[src/rtl/digit_scan_ctrl.sv]
// Four-digit seven-segment scan controller: one-hot digit select, per-frame value snapshot,
// active-low anodes with slot-start blanking. Optional macro: LEADING_ZERO_BLANK_EN.
module digit_scan_ctrl #(
    parameter int PRESCALE     = 100000,
    parameter int BLANK_CYCLES = 1000
) (
    input  logic        clk,
    input  logic        rst_n,
    input  logic        en,
    input  logic [15:0] value,
    output logic [3:0]  sel,
    output logic [3:0]  digit,
    output logic [3:0]  an,
    output logic        frame_tick
);
    localparam int               CNT_W    = (PRESCALE > 1) ? $clog2(PRESCALE) : 1;
    localparam logic [CNT_W-1:0] CNT_LAST = CNT_W'(PRESCALE - 1);

    logic [CNT_W-1:0] cnt_q, cnt_d;
    logic [1:0]       slot_q, slot_d;
    logic [15:0]      shadow_q, shadow_d;
    logic [3:0]       sel_q, sel_d;
    logic [3:0]       digit_q, digit_d;
    logic [3:0]       an_q, an_d;
    logic             tick_q, tick_d;
    logic             upper_zero;

    always_comb begin
        cnt_d    = cnt_q;
        slot_d   = slot_q;
        shadow_d = shadow_q;
        tick_d   = 1'b0;
        if (en) begin
            if (cnt_q == CNT_LAST) begin
                cnt_d  = '0;
                slot_d = slot_q + 2'd1;
                if (slot_q == 2'd3) begin
                    shadow_d = value;
                    tick_d   = 1'b1;
                end
            end else begin
                cnt_d = cnt_q + 1'b1;
            end
        end
        sel_d   = 4'b0001 << slot_d;
        digit_d = shadow_d[{slot_d, 2'b00} +: 4];
    end

    // Digits at or above the current slot all zero means this one is a leading zero.
    always_comb begin
        case (slot_d)
            2'd1:    upper_zero = (shadow_d[15:4] == 12'h000);
            2'd2:    upper_zero = (shadow_d[15:8] == 8'h00);
            2'd3:    upper_zero = (shadow_d[15:12] == 4'h0);
            default: upper_zero = 1'b0;
        endcase
    end

    always_comb begin
        an_d = 4'b1111;
        if (en && !(int'(cnt_d) < BLANK_CYCLES)) begin
`ifdef LEADING_ZERO_BLANK_EN
            if (!upper_zero) an_d = ~sel_d;
`else
            an_d = ~sel_d;
`endif
        end
    end

    always_ff @(posedge clk) begin
        if (!rst_n) begin
            cnt_q    <= '0;
            slot_q   <= 2'd0;
            shadow_q <= 16'h0000;
            sel_q    <= 4'b0001;
            digit_q  <= 4'h0;
            an_q     <= 4'b1111;
            tick_q   <= 1'b0;
        end else begin
            cnt_q    <= cnt_d;
            slot_q   <= slot_d;
            shadow_q <= shadow_d;
            sel_q    <= sel_d;
            digit_q  <= digit_d;
            an_q     <= an_d;
            tick_q   <= tick_d;
        end
    end

`ifndef LEADING_ZERO_BLANK_EN
    logic unused_lzb;
    assign unused_lzb = upper_zero;
`endif

    assign sel        = sel_q;
    assign digit      = digit_q;
    assign an         = an_q;
    assign frame_tick = tick_q;
endmodule

[config.mk]
export PLATFORM = sky130hd
export DESIGN_NAME = digit_scan_ctrl
export DESIGN_NICKNAME = d
export VERILOG_FILES = /design/src/rtl/digit_scan_ctrl.sv
export SDC_FILE = /design/constraint.sdc
export NUM_CORES = 1
export LEC_CHECK = 0
export ABC_AREA = 0
export BUFFER_PORTS_ARGS = -buffer_cell sky130_fd_sc_hd__buf_2
export CORE_AREA = 2 2 79 81
export DETAILED_ROUTE_END_ITERATION = 10
export DIE_AREA = 0 0 81 83
export PLACE_DENSITY_LB_ADDON = 0.08
export SETUP_SLACK_MARGIN = 0.5
export SLEW_MARGIN = 10
export SYNTH_ARGS = -nofsm -noshare
export SYNTH_HDL_FRONTEND = slang
export SYNTH_SLANG_ARGS = --single-unit
export TNS_END_PERCENT = 100
[constraint.sdc]
create_clock -name clk -period 2.6 [get_ports clk]
set_input_delay 0.65 -clock clk [delete_from_list [all_inputs] [get_ports clk]]
set_output_delay 0.65 -clock clk [all_outputs]
set_load 0.005 [all_outputs]
[Word-level counts from Yosys, hierarchy flattened]
Cells that the tools add are included.
Operators by class
  $add $sub $neg: 2
  multiplexer cells: 8
  reductions and logical operators: 4
  equality and inequality tests: 2
  bitwise logic cells: 1
  $lt $le $gt $ge: 1
  shift-type cells: 2
Operators by type and width (number)
  $mux 16: 3
  $mux 17: 2
  $add 17x1->17 const B: 1
  $eq 17x17->1 const B: 1
  $lt 17x10->1 const B: 1
  $shiftx 16x5->4: 1
  $mux 2: 2
  $not 4->4: 1
  $shl 1x2->4 const A: 1
  $reduce_and 3->1: 1
  $add 2x1->2 const B: 1
  $eq 2x2->1 const B: 1
  $reduce_and 2->1: 1
  $logic_and 1x1->1: 1
  $logic_not 1->1: 1
  $mux 1: 1
Storage, ports and cells
  input port bits: 19
  bits in registers: 48
  output and inout port bits: 13

[Depth between registers and ports, before layout]
  depth after elaboration: 7
  mapped depth: 10
  depth with buffers taken out: 7

[Worst setup path before layout]
Ideal clock, no wire load.
  kind: input port to flip-flop
  from: input en
  to: register digit_q[3], in the netlist digit[3]
  stages on the path: 7
  required time: 2.485 ns
  setup slack: 0.312 ns
  arrival time: 2.173 ns
  cell sequence: buf_4 -> and3_1 -> buf_2 -> nand3_2 -> nor3_4 -> mux4_1 -> and2_1
Between the ends
  cells in the longest elaborated chain, start to end: 2
RTL lines
  start: declaration: line 9  | input logic en,
  $mux 16 or $mux 2 (tied branches): line 33  | if (en) begin
  $shiftx 16x5->4 *: line 46  | digit_d = shadow_d[{slot_d, 2'b00} +: 4];
  end signal: assignment: line 84  | digit_q <= digit_d;
  end: declaration: line 23  | logic [3:0] digit_q, digit_d;
Mark *: on every way between the ends. The rest lies on a longest branch, timed or not.
A chain may end at the register's enable or synchronous reset.

[Worst setup path in the final report]
  from: register cnt_q[15]
  to: register sel_q[2], in the netlist sel[2]
Between the ends
  cells in the longest elaborated chain, start to end: 4
RTL lines
  start: declaration: line 19  | logic [CNT_W-1:0] cnt_q, cnt_d;
  start signal: assignment: line 80  | cnt_q <= cnt_d;
  $eq 17x17->1: line 34  | if (cnt_q == CNT_LAST) begin
  $mux 2: line 34
  $mux 2: line 33
  $shl 1x2->4: line 45  | sel_d = 4'b0001 << slot_d;
  end signal: assignment: line 83  | sel_q <= sel_d;
  end: declaration: line 22  | logic [3:0] sel_q, sel_d;
Every way passes these cells.

==> results.yml <==
floorplanning:
  die_w_um: 81
  start_util: 0.444
  die_h_um: 83
  row_count: 28
  core_sq_um: 5820
  die_area_sq_um: 6720
  io-pin-count: 32
sta:
  hold_viol_final: 0
  holdWs_ns: 0.467
  worstMarginPinSlew_ns: 0.447
  finClkSkew_ns: 0.00392
  slew_headroom: 0.700
  rsz0062_at_grt: "true"
  fmax_ghz: 0.485
  tns_ns: 0
  post-route-min-period_ns: 2.06
  period_share: 0.793
  setup_violations: 0
  finalMaxSlewViolations: 0
yosys:
  synth_edf_count: 0
  ys_ff_latch: 48
  syn_area_per_cell_sq_um: 9.02
  yosysWarnings: 0
  synthCells: 286
  async_reset_ff_frac: 0
  ys.flop_type: "dfxtp_1"
  ys_types: 52
  netlist_area_sq_um: 2580
  synth_nets: 307
  seq_area_frac_synth: 0.372
clocking:
  cts_tree: "yes"
  max-clock-path-buffers: 2
  clk-insertion-delay-late_ns: 0.31
  cts.sink_count: 48
  clockRootBuffer: "clkbuf_8"
  cts_buffers: 5
  hold_buffers: 0
  cts.clk_slew.worst_paths_ns: 0.09
  htreeDepth: 2
route:
  viasPerCell: 5.37
  drt-initial-drc-count: 139
  ant_nets: 0
  via_count: 2100
  drt-pass1-iter-count: 4
  drc: 0
  wl_per_cell_um: 14.7
  wl_um: 5760
global_routing:
  grt_max_degree: 18
  antenna_found_initial: 0
  track_usage: 0.182
  grt_pass1_vias: 1992
  overflow: 0
  grt_pass1_wl_um: 9690
min_path:
  worstHoldPathType: "flop to flop"
placed_design:
  gp_congestion: 0.860
  io_buffers: 31
  dpl_cell_area_sq_um: 2820
  dp_hpwl_um: 4180
setup_path:
  crit_slowest_cell: "or4_4"
  worstSetupPathType: "flop to flop"
  cp.arrival_ns: 2.27
  max_stage_delay_ns: 0.46
  path_max_fanout: 6
  start_kind: "flop"
  worstSetupEndpointType: "flop"
  cp_data_required_time_ns: 2.81
  crit_chain: "inv_1 -> or4_4 -> nor3_4 -> buf_4 -> mux2_4 -> and2_4 -> and2b_1"
final_layout:
  n_fill_cell: 591
  drive_gt1_frac: 0.282
  mostFrequentLayoutCell: "nand2_1"
  seq_area_sq_um: 971
  mostFrequentLayoutCells: "51 x nand2_1, 40 x dfxtp_1, 31 x buf_2"
  num-nets-final: 336
  antenna_cells: 0
  finalInstanceArea_sq_um: 2960
  multi_input_area_sq_um: 1510
  syn_to_final_growth_pct: 14.6
pwr:
  peakVddDrop_mv: 0.260
  power_density_nw_per_um2: 424
  p_leak_nw: 1.10
status:
  status: "complete, no violations"
flow_run:
  maxCapViolations: 0
==> state kept, by name, summed over array words and instances (netlist names) <==
register	flops
frame_tick	1
sel	4
slot_q	2
an	4
digit	4
cnt_q	17
shadow_q	16
==> cell type report <==
class	count	share of cell area
Clock inverter	2	0.00338
Tap cell	75	0.0317
Inverter	5	0.00635
Clock buffer	6	0.0279
Sequential cell	48	0.328
Timing Repair Buffer	46	0.0905
Multi-Input combinational cell	209	0.512
==> synth_stat cells (2+ instances only) <==
library cell,number,area [sq um]
a21boi_0,6,45.0
mux4_2,8,180
inv_1,5,18.8
xor2_1,6,52.6
nand3_2,2,20.0
and4_1,4,35.0
a21oi_1,2,10.0
nor2b_1,5,31.3
buf_4,3,22.5
nand4_1,10,62.6
clkbuf_1,6,22.5
nor2_1,22,82.6
a31oi_1,2,12.5
buf_2,14,70.1
and3_1,5,31.3
nand2_1,52,195
o21ai_0,4,20.0
nand4b_1,2,17.5
and2_1,5,31.3
ha_1,2,25.0
dfxtp_1,48,961
nor3_1,2,10.0
nand3_1,6,30.0
mux2i_1,8,80.1
a32oi_1,2,17.5
a21boi_1,12,90.1
o211a_1,2,20.0
nor4_1,3,18.8
mux2_2,4,45.0
xnor2_1,8,70.1
o211ai_1,5,37.5
==> power by group <==
group	total [mW]	leakage, nW	internal (mW)	switching, mW
logic	0.0470	0.660	0.0221	0.0249
clock network	0.465	0.0510	0.213	0.253
registers	0.743	0.391	0.738	0.00438
total	1.25	1.10	0.973	0.282
==> logic make-up (layout without fill, tap and decap cells) <==
kind of cell    after synthesis  in the layout  share of synthesized area
flops                        48             48                      0.372
simple gates                131            131                      0.266
buf+inv                      29             59                     0.0533
xor+xnor                     15             15                     0.0538
compound gates               39             39                      0.111
fa+ha+maj                     2              2                    0.00970
mux                          22             22                      0.134
==> worst max-delay path, delay by kind of cell (launching register included) <==
| family | cells | cell delay, ns |
|---|---|---|
| simple gates | 4 | 0.98 |
| buf+inv | 2 | 0.25 |
| flops | 1 | 0.39 |
| mux | 1 | 0.34 |
==> layer usage <==
metal  global-route usage  vias to the layer above  wire length, um
met4               0.0586                        0              102
li1                     -                     1065                -
met5                    0                        -                0
met3               0.0467                       10              344
met2                0.264                       62             2460
met1                0.264                      963             2840
==> path summary, 6_finish.rpt <==
kind | slack (ns) | cells past startpoint | to | from
worst max register to register | 0.54 | 7 | sel[2] | cnt_q[15]
worst min-delay path | 0.47 | 2 | shadow_q[11] | shadow_q[11]
worst min register to register | 0.47 | 2 | shadow_q[11] | shadow_q[11]
worst max-delay path | 0.54 | 7 | sel[2] | cnt_q[15]
==> timing repair <==
action	4_1_cts	5_1_grt
setup endpoints to repair	1	10
resized for setup	0	13
pin swaps	1	4
buffers inserted	2	0
gates cloned	0	0
==> per-stage QoR <==
stage	power [mW]	std cells	util	worst slack (ns)
after floorplan	0.784	286	-	0.418
after global placement	0.807	381	0.485	0.250
after detailed placement	0.807	381	0.485	0.221
after CTS	1.27	391	0.503	0.539
after global routing	1.30	391	0.509	0.492
final	1.25	391	0.509	0.539
Power figures use the tool's default switching activity.
